$ cat src/rtl/laststage_ctrl.sv
// laststage_ctrl: pairs a serial complex stream into even/odd operands for the final radix-2
// butterfly and tracks each pair through its enable-gated pipe. Optional: LASTSTAGE_CTRL_FRAMECHECK_EN.
module laststage_ctrl #(
  parameter int IWIDTH  = 16,
  parameter int OWIDTH  = IWIDTH + 1,
  parameter int LGSIZE  = 12,
  parameter int LATENCY = 3
) (
  input  logic                  i_clk,
  input  logic                  i_reset,
  input  logic                  s_valid,
  output logic                  s_ready,
  input  logic [2*IWIDTH-1:0]   s_data,
  input  logic                  s_first,
  output logic                  o_bf_ce,
  output logic                  o_bf_sync,
  output logic [2*IWIDTH-1:0]   o_bf_left,
  output logic [2*IWIDTH-1:0]   o_bf_right,
  input  logic [2*OWIDTH-1:0]   i_bf_left,
  input  logic [2*OWIDTH-1:0]   i_bf_right,
  output logic                  m_valid,
  input  logic                  m_ready,
  output logic [2*OWIDTH-1:0]   m_left,
  output logic [2*OWIDTH-1:0]   m_right,
  output logic                  m_first,
  output logic                  m_last,
  output logic                  o_err
);

  localparam int CW = LGSIZE - 1;
  localparam logic [CW-1:0] LAST_PAIR = {CW{1'b1}};

  typedef enum logic [1:0] {
    S_IDLE  = 2'd0,
    S_EVEN  = 2'd1,
    S_ODD   = 2'd2,
    S_FLUSH = 2'd3
  } state_t;

  state_t              r_state;
  state_t              w_next_state;
  logic [2*IWIDTH-1:0] r_even;
  logic                r_pair_pending;
  logic [CW-1:0]       r_pair_cnt;
  logic [LATENCY-1:0]  r_tag_v;
  logic [LATENCY-1:0]  r_tag_f;
  logic [LATENCY-1:0]  r_tag_l;
  logic                r_err;

  logic          w_accept;
  logic          w_pipe_busy;
  logic          w_bubble;
  logic          w_issue;
  logic          w_misalign;
  logic          w_pair_last;
  logic          w_load_even;
  logic          w_load_pair;
  logic          w_resync;
  logic [CW-1:0] w_pair_idx;

`ifdef LASTSTAGE_CTRL_FRAMECHECK_EN
  assign w_misalign = s_first;
`else
  assign w_misalign = 1'b0;
`endif

  assign w_pipe_busy = |r_tag_v;
  assign w_bubble    = (r_state == S_FLUSH) && !r_pair_pending && w_pipe_busy;
  assign o_bf_ce     = m_ready && (r_pair_pending || w_bubble);
  assign w_issue     = o_bf_ce && r_pair_pending;
  assign o_bf_sync   = w_issue && (r_pair_cnt == {CW{1'b0}});
  assign s_ready     = (r_state != S_FLUSH) && (!r_pair_pending || o_bf_ce);
  assign w_accept    = s_valid && s_ready;

  // A pending pair at odd-accept time is being enabled now, so the new pair is one further on.
  assign w_pair_idx  = r_pair_cnt + {{(CW-1){1'b0}}, r_pair_pending};
  assign w_pair_last = (w_pair_idx == LAST_PAIR);

  assign m_valid = r_tag_v[LATENCY-1];
  assign m_first = r_tag_v[LATENCY-1] && r_tag_f[LATENCY-1];
  assign m_last  = r_tag_v[LATENCY-1] && r_tag_l[LATENCY-1];
  assign m_left  = i_bf_left;
  assign m_right = i_bf_right;
  assign o_err   = r_err;

  // Next-state and load decisions for the pairing FSM.
  always_comb begin
    w_next_state = r_state;
    w_load_even  = 1'b0;
    w_load_pair  = 1'b0;
    w_resync     = 1'b0;
    case (r_state)
      S_IDLE: begin
        if (w_accept && s_first) begin
          w_load_even  = 1'b1;
          w_next_state = S_ODD;
        end else begin
          w_next_state = S_IDLE;
        end
      end
      S_EVEN: begin
        if (w_accept) begin
          w_load_even  = 1'b1;
          w_resync     = w_misalign;
          w_next_state = S_ODD;
        end else begin
          w_next_state = S_EVEN;
        end
      end
      S_ODD: begin
        if (w_accept && w_misalign) begin
          w_load_even  = 1'b1;
          w_resync     = 1'b1;
          w_next_state = S_ODD;
        end else if (w_accept) begin
          w_load_pair  = 1'b1;
          w_next_state = w_pair_last ? S_FLUSH : S_EVEN;
        end else begin
          w_next_state = S_ODD;
        end
      end
      S_FLUSH: begin
        if (!r_pair_pending && !w_pipe_busy) begin
          w_next_state = S_IDLE;
        end else begin
          w_next_state = S_FLUSH;
        end
      end
      default: begin
        w_next_state = S_IDLE;
      end
    endcase
  end

  // State, operand, pair counter and tag pipe registers.
  always_ff @(posedge i_clk) begin
    if (i_reset) begin
      r_state        <= S_IDLE;
      r_even         <= '0;
      o_bf_left      <= '0;
      o_bf_right     <= '0;
      r_pair_pending <= 1'b0;
      r_pair_cnt     <= '0;
      r_tag_v        <= '0;
      r_tag_f        <= '0;
      r_tag_l        <= '0;
      r_err          <= 1'b0;
    end else begin
      r_state <= w_next_state;
      r_err   <= w_resync;

      if (w_load_even) begin
        r_even <= s_data;
      end

      if (w_load_pair) begin
        o_bf_left  <= r_even;
        o_bf_right <= s_data;
      end

      if (w_load_pair) begin
        r_pair_pending <= 1'b1;
      end else if (w_issue) begin
        r_pair_pending <= 1'b0;
      end

      if (w_resync) begin
        r_pair_cnt <= '0;
      end else if (w_issue) begin
        r_pair_cnt <= r_pair_cnt + CW'(1);
      end

      // Bubble enables shift in an empty tag; a delivered result without a shift is retired.
      if (o_bf_ce) begin
        r_tag_v <= {r_tag_v[LATENCY-2:0], r_pair_pending};
        r_tag_f <= {r_tag_f[LATENCY-2:0], r_pair_pending && (r_pair_cnt == {CW{1'b0}})};
        r_tag_l <= {r_tag_l[LATENCY-2:0], r_pair_pending && (r_pair_cnt == LAST_PAIR)};
      end else if (m_valid && m_ready) begin
        r_tag_v[LATENCY-1] <= 1'b0;
      end
    end
  end

endmodule

$ cat config.mk
export PLATFORM = sky130hd
export DESIGN_NAME = laststage_ctrl
export DESIGN_NICKNAME = d
export VERILOG_FILES = /design/src/rtl/laststage_ctrl.sv
export SDC_FILE = /design/constraint.sdc
export NUM_CORES = 1
export LEC_CHECK = 0
export CORE_MARGIN = 1
export CORE_UTILIZATION = 50
export CTS_BUF_LIST = sky130_fd_sc_hd__clkbuf_16
export CTS_CLUSTER_DIAMETER = 50
export DETAILED_ROUTE_END_ITERATION = 12
export DONT_BUFFER_PORTS = 1
export GPL_TIMING_DRIVEN = 0
export PLACE_DENSITY_LB_ADDON = 0.25
export SYNTH_ARGS = -nofsm -noshare
export SYNTH_HDL_FRONTEND = slang
export SYNTH_SLANG_ARGS = --single-unit
$ cat constraint.sdc
create_clock -name i_clk -period 3.35 [get_ports i_clk]
set_input_delay 0.335 -clock i_clk [delete_from_list [all_inputs] [get_ports i_clk]]
set_output_delay 0.335 -clock i_clk [all_outputs]
set_load 0.1 [all_outputs]
# Yosys cells after proc, flatten, opt, wreduce, memory -nomap -nowiden
# Cells that the tools add are included.
[classes] n_addsub=2 n_eq_ne=6 mux=14 reduce_logical=23
[ops] op="$eq A11 B11 Y1 const B" n=2
[ops] op="$logic_and A1 B1 Y1" n=14
[ops] op="$add A11 B1 Y11" n=1
[ops] op="$add A11 B1 Y11 const B" n=1
[ops] op="$logic_not A11 Y1" n=1
[ops] op="$mux W2" n=5
[ops] op="$pmux W2 S4" n=1
[ops] op="$mux W1" n=7
[ops] op="$eq A2 B2 Y1 const B" n=2
[ops] op="$reduce_bool A2 Y1" n=2
[ops] op="$reduce_or A3 Y1" n=1
[ops] op="$eq A2 B1 Y1 const B" n=1
[ops] op="$logic_not A1 Y1" n=2
[ops] op="$logic_not A2 Y1" n=1
[ops] op="$logic_or A1 B1 Y1" n=2
[ops] op="$ne A2 B2 Y1 const B" n=1
[ops] op="$pmux W1 S2" n=1
[totals] ff_bits=119 output_inout_bits=139 elab_cells=55

# Longest topological paths before layout
# Gate-level depths: netlist of the first run.
[logic_depth] depth_word=11 mapped_depth=7 depth_no_buf=7

# Worst setup path before layout of the first run
# No wires, ideal clock.
[synth_timing] kind="register to output" startpoint="register r_tag_v[2]" endpoint="output o_bf_ce" arrival_ns=2.171 t_required_ns=3.015 path_slack_ns=0.844 stages_incl_launch_ff=5 path_buffers=1 cell_sequence="dfxtp_1 nor4_1 or2_1 buf_2 inv_1"
[synth_via] elab_chain_cells=4
[synth_lines] element="from (decl)" line_no="45" text="logic [LATENCY-1:0] r_tag_v;"
[synth_lines] element="from (signal assigned)" line_no="175" text="r_tag_v <= {r_tag_v[LATENCY-2:0], r_pair_pending};"
[synth_lines] element="$reduce_or A3 Y1" line_no="67" text="assign w_pipe_busy = |r_tag_v;"
[synth_lines] element="$logic_and A1 B1 Y1" line_no="68" text="assign w_bubble = (r_state == S_FLUSH) && !r_pair_pending && w_pipe_busy;"
[synth_lines] element="$logic_or A1 B1 Y1" line_no="69" text="assign o_bf_ce = m_ready && (r_pair_pending || w_bubble);"
[synth_lines] element="$logic_and A1 B1 Y1" line_no="69"
[synth_lines] element="to (decl)" line_no="15" text="output logic o_bf_ce,"
# Every way passes these cells.

# Worst setup path in the final report of the first run
# Same ends and word-level chain as after synthesis.

==> results of run 1 <==
path summary, 6_finish.rpt:
check | cells past startpoint | from | slack [ns] | endpoint
max | 4 | r_tag_v[2] | 0.29 | o_bf_ce
max reg2reg | 5 | r_tag_v[2] | 1.30 | r_tag_f[0]
min | 2 | s_data[25] | 0.05 | r_even[25]
min reg2reg | 2 | r_even[0] | 0.45 | o_bf_left[0]
cell type report:
type | instances | area [µm²] | area share
flip-flops and latches | 119 | 2380 | 0.415
multi-input cells | 399 | 1890 | 0.329
clock buffers | 17 | 425 | 0.0742
plain buffers | 106 | 682 | 0.119
inverters | 6 | 22.5 | 0.00393
clock inverters | 15 | 139 | 0.0242
well taps | 133 | 166 | 0.0290
repair buffers | 2 | 31.3 | 0.00545
layer usage:
layer  vias up  part of all wire
met5         -                 0
met4         0             0.021
met3        18             0.091
met2       198              0.49
met1      1936              0.39
li1       2019                 -
critical path, stage by stage (launching register included):
cell and delay, ns:
dfxtp_1 1.02, nor4_1 0.23, or2_1 0.28, buf_2 0.18, inv_1 0.62
stage by stage:
stage / util / power, mW / std cells / setup slack (ns) / hold WS [ns]
2_1_floorplan: - / 2.09 / 630 / 0.844 / 0.431
3_3_place_gp: 0.530 / 2.13 / 763 / 0.716 / 0.436
3_5_place_dp: 0.534 / 2.13 / 765 / 0.710 / 0.444
4_1_cts: 0.592 / 3.84 / 797 / 0.271 / 0.0489
5_1_grt: 0.592 / 3.94 / 797 / 0.187 / 0.0481
6_report: 0.592 / 3.82 / 797 / 0.290 / 0.0540
cells by family (layout without fill, tap and decap cells):
kind of cell / Yosys count / count (layout) / share of synthesized area
XOR/XNOR: 9 / 9 / 0.0159
adder cells (fa/ha/maj): 5 / 5 / 0.0126
multiplexers: 5 / 5 / 0.0101
AND/OR/NAND/NOR: 262 / 262 / 0.219
AO/OA/AOI/OAI: 117 / 117 / 0.121
buffers and inverters: 112 / 146 / 0.142
other: 1 / 1 / 0.000754
flip-flops: 119 / 119 / 0.479
where the power goes:
| part | internal, mW | switching, mW | total [mW] |
|---|---|---|---|
| sequential | 1.45 | 0.121 | 1.57 |
| combinational | 0.0970 | 0.434 | 0.531 |
| clock | 1.08 | 0.639 | 1.72 |
| total | 2.63 | 1.19 | 3.82 |
cells in the final DEF, fill, tap and decap left out, types with 6 or more instances in the layout:
cell / count
a21oi_1: 109
buf_2: 19
buf_4: 69
clkbuf_1: 16
clkbuf_16: 17
dfxtp_1: 119
inv_1: 8
nand2_1: 206
nand3_1: 7
nor2_1: 18
xor2_1: 6
synthesized netlist by cell type (all sizes together), types with 2 or more instances:
| cell | number |
|---|---|
| nand2 | 206 |
| dfxtp | 119 |
| a21oi | 109 |
| buf | 89 |
| nor2 | 19 |
| clkbuf | 17 |
| nand3 | 7 |
| inv | 6 |
| xor2 | 6 |
| ha | 5 |
| mux2i | 5 |
| nor4 | 5 |
| and2 | 4 |
| nand4 | 4 |
| and3 | 3 |
| nor3 | 3 |
| o21ai | 3 |
| xnor2 | 3 |
| a22oi | 2 |
| nand2b | 2 |
| or3 | 2 |
state kept, by name, indices dropped and copies added (netlist names):
name            cells
o_bf_left          32
o_bf_right         32
r_even             32
r_pair_cnt         11
r_pair_pending      1
r_state             2
r_tag_f             3
r_tag_l             3
r_tag_v             3
==> run_results.csv, run 1 <==
group,metric,value,unit
critical_path,critPathLaunchType,"register",
route,totalWireLength,11600,µm
synthesis,synth.top_cell.area_share,0.479,
power,max-vdd-ir-drop,282,µV
synthesis,async_reset_ff_frac,0,
clocking,cts.repair.resized,0,
sta,slew-limit-headroom,0.286,
floorplanning,rows,36,
critical_path,cp_max_fo,7,
floorplanning,core_area,9680,µm²
final_layout,stdcell_area,5740,µm²
synthesis,yosys-top-cells-area,"dfxtp_1 48%, nand2_1 16%, a21oi_1 11%",
grt,met2_usage,0.374,
sta,setup_violations,0,
sta,rsz0062_at_grt,"false",
sta,worst_pin_slew,1.07,ns
grt,grt.met3_usage,0.0870,
synthesis,yosysWarningCount,0,
placed_design,place.gp.congestion,0.826,
clocking,cts_tree,"yes",
flow_run,max-cap-violations,0,
floorplanning,io_pins,244,
grt,grt_pass1_wl,17300,µm
sta,setup_tns,0,ns
clocking,root_buffer,"clkbuf_16",
placed_design,dp_hpwl,8660,µm
grt,grt_max_degree,17,
synthesis,synth-main-ff-cell,"dfxtp_1",
clocking,hold_buffers,0,
critical_path,cp_data_arrival_time,2.73,ns
route,drtAntennaViolNets,0,
sta,fmax,327,MHz
placed_design,placed_area,5170,µm²
final_layout,fillCellCount,850,
sta,hold_viol_final,0,
status,status,"complete, no violations",
route,vias,4171,
worst_hold_path,hp-class,"input port to register",
clocking,clock_latency,0.41,ns
synthesis,ys_ff_latch,119,
final_layout,drive_above_1_share,0.184,
route,drcViolationCount,0,
route,drtPass1Iterations,5,
synthesis,ys_types,38,
grt,grt_use_met1,0.250,
grt,grt_overflow,0,
clocking,htreeDepth,4,
sta,finalCritPeriodShare,0.913,
power,power_density,667,nW/µm²
sta,finClkSkew,0.0110,ns
route,wl_per_cell,14.6,µm
synthesis,syn_area,4970,µm²
grt,grt_pass1_vias,3647,
synthesis,netlist_instances,630,
grt,top_usage_layer,"met2",
synthesis,yosysTopAreaCell,"dfxtp_1",
grt,antenna_found_initial,0,
sta,maxSlewViolCount,0,
placed_design,portBuffers,0,
synthesis,syn_area_per_cell,7.89,µm²
sta,period_minus_slack,3.06,ns
floorplanning,start_util,0.513,
synthesis,synth-seq-area-share,0.479,
floorplanning,dieArea,10300,µm²
grt,grt_util_all_layers,0.222,
clocking,cts_buffer_depth,2,
route,drtIter0Drc,174,
power,leakagePower,2.23,nW
clocking,numCtsBuffers,17,
route,viasPerCell,5.23,
critical_path,end_kind,"output port",
clocking,cts_sinks,119,
clocking,postCtsSetupRepairBufs,0,
critical_path,worstSetupPathType,"register to output port",
critical_path,cp.required,3.01,ns
synthesis,synth_nets,740,
final_layout,diodes,0,
final_layout,syn_to_final_growth,15.4,%
clocking,clkTransAtPathRegs,0.06,ns
floorplanning,die_w,102,µm
floorplanning,die_h,102,µm
final_layout,nNetsFinal,761,
synthesis,synth_edf_count,0,
Power figures use the tool's default switching activity.
==> run 2: changes to the inputs <==
==> constraint.sdc (replaced) <==
create_clock -name i_clk -period 2.6 [get_ports i_clk]
set_input_delay 0.26 -clock i_clk [delete_from_list [all_inputs] [get_ports i_clk]]
set_output_delay 0.26 -clock i_clk [all_outputs]
set_load 0.1 [all_outputs]
==> run 2 against run 1 <==
  * Cell count is 4.1% higher
  * Design area is 6.0% higher
  * Critical path depth stayed put
  * Non-clock buffer count is 33 higher
  * Sequential power is 29% higher
  * Routed wire length is 4.8% higher
  * Sequential share of layout area is 2.3 points lower
  * First-iteration DRC count is 21% higher
  * Sequential cell count stayed put
  * Hold slack worse by 0.044 ns
  * Total power is 30% higher
  * Combinational power is 39% higher
  * Largest cell class unchanged
  * Largest power group unchanged
  * Highest routed layer unchanged
==> run_results.csv, run 2 (synthesis gave the netlist of run 1 again) <==
group,metric,value,unit
status,status,"complete, no violations",
critical_path,slowest_stage,"dfxtp_2",
worst_hold_path,min_from,"s_data[29]",
sta,rsz0062_at_grt,"false",
floorplanning,start_util,0.513,
critical_path,worstSetupPathType,"register to output port",
final_layout,syn_to_final_growth,22.3,%
critical_path,critical_path.top_delay_family,"buffers and inverters",
power,power_density,819,nW/µm²
floorplanning,io_pins,244,
critical_path,max_stage_delay,0.50,ns
final_layout,fin_util,0.628,
route,drtAntennaViolNets,0,
clocking,cts_buffer_depth,2,
sta,period_minus_slack,2.44,ns
power,max-vdd-ir-drop,376,µV
clocking,cts_sinks,119,
route,viasPerCell,5.15,
route,vias,4278,
grt,grt_max_degree,17,
worst_hold_path,hp-class,"input port to register",
floorplanning,die_h,102,µm
power,leakagePower,2.36,nW
sta,worst_pin_slew,1.03,ns
clocking,numCtsBuffers,17,
sta,fmax,409,MHz
sta,hold_viol_final,0,
floorplanning,rows,36,
route,drcViolationCount,0,
clocking,htreeDepth,4,
power,power.total,4.98,mW
final_layout,diodes,0,
grt,grt_overflow,0,
placed_design,place.gp.congestion,0.826,
final_layout,final_cell_mix,"206 x nand2_1, 118 x dfxtp_1, 109 x a21oi_1, 69 x buf_4, 33 x dlygate4sd3_1",
critical_path,cp.required,2.34,ns
grt,grt_pass1_vias,3863,
route,drtPass1Iterations,5,
grt,grt_util_all_layers,0.231,
route,totalWireLength,12200,µm
critical_path,cp_max_fo,7,
critical_path,crit_start,"r_tag_v[2]",
clocking,clock_latency,0.41,ns
critical_path,crit_buf_inv,2,
route,wl_per_cell,14.7,µm
sta,slew-limit-headroom,0.311,
final_layout,stdcell_area,6080,µm²
final_layout,top_regs,"o_bf_left: 32 flops, o_bf_right: 32 flops, r_even: 32 flops",
route,drtIter0Drc,211,
sta,setup_violations,0,
final_layout,nNetsFinal,794,
sta,setup_tns,0,ns
floorplanning,die_w,102,µm
sta,maxSlewViolCount,0,
floorplanning,dieArea,10300,µm²
placed_design,placed_area,5170,µm²
placed_design,dp_hpwl,8660,µm
critical_path,critPathLaunchType,"register",
placed_design,portBuffers,0,
critical_path,cp_cell_sequence,"nor4_2 -> or2_1 -> buf_2 -> clkinvlp_4",
clocking,clkTransAtPathRegs,0.05,ns
grt,grt_pass1_wl,18100,µm
sta,finalCritPeriodShare,0.940,
final_layout,drive_above_1_share,0.179,
critical_path,reg2reg_from,"r_pair_pending",
critical_path,cp_data_arrival_time,2.18,ns
critical_path,end_kind,"output port",
clocking,cts_tree,"yes",
clocking,root_buffer,"clkbuf_16",
floorplanning,core_area,9680,µm²
clocking,postCtsSetupRepairBufs,0,
flow_run,max-cap-violations,0,
sta,finClkSkew,0.0123,ns
final_layout,layout_commonest_cell,"nand2_1",
grt,antenna_found_initial,0,
==> run 2: stage by stage <==
step / cells / worst slack, ns / hold WS [ns]
after floorplan: 630 / 0.169 / 0.396
after global placement: 763 / 0.0406 / 0.398
after detailed placement: 765 / 0.0350 / 0.403
after CTS: 829 / 0.0520 / 0.00186
after global routing: 830 / 0.0333 / 0.0315
final: 830 / 0.157 / 0.0102
==> run 2: final timing paths <==
| check | endpoint | slack, ns | cells after the start |
|---|---|---|---|
| max | o_bf_ce | 0.16 | 4 |
| min | o_bf_right[29] | 0.01 | 2 |
| max reg2reg | r_tag_f[0] | 0.55 | 5 |
| min reg2reg | o_bf_left[0] | 0.45 | 2 |
==> run 2: where the power goes <==
| group | internal (mW) | switching (mW) | leakage, nW |
|---|---|---|---|
| clock | 1.39 | 0.821 | 0.278 |
| combinational | 0.159 | 0.578 | 1.12 |
| sequential | 1.87 | 0.156 | 0.964 |
==> run 2: layout make-up <==
class                           instances  area [µm²]
Fill cell                             815        3610
Clock buffer                           17         425
Sequential cell                       119        2380
Buffer                                106         682
Clock inverter                         15         139
Timing Repair Buffer                   35         362
Inverter                                6        26.3
Tap cell                              133         166
Multi-Input combinational cell        399        1890
==> run 2: worst reg2reg max path, cell delays in order (launching register included) <==
cell,delay [ns]
dfxtp_1,0.49
nand2_1,0.21
nor3b_1,0.22
and3_1,0.86
a21oi_1,0.08
nor2_1,0.13
==> run 2: per-layer routing <==
metal  track usage  vias up  share of wire
met1         0.258     1950           0.39
met3        0.0856       24          0.085
met2         0.394      218           0.50
met4         0.103        0          0.023
li1              -     2086              -
met5             0        -              0
==> run 2: what timing repair did <==
action | 4_1_cts | 5_1_grt
hold endpoints to repair | 61 | 1
hold buffers | 32 | 1
endpoints found under the setup margin | 1 | 1
resized for setup | 2 | 1
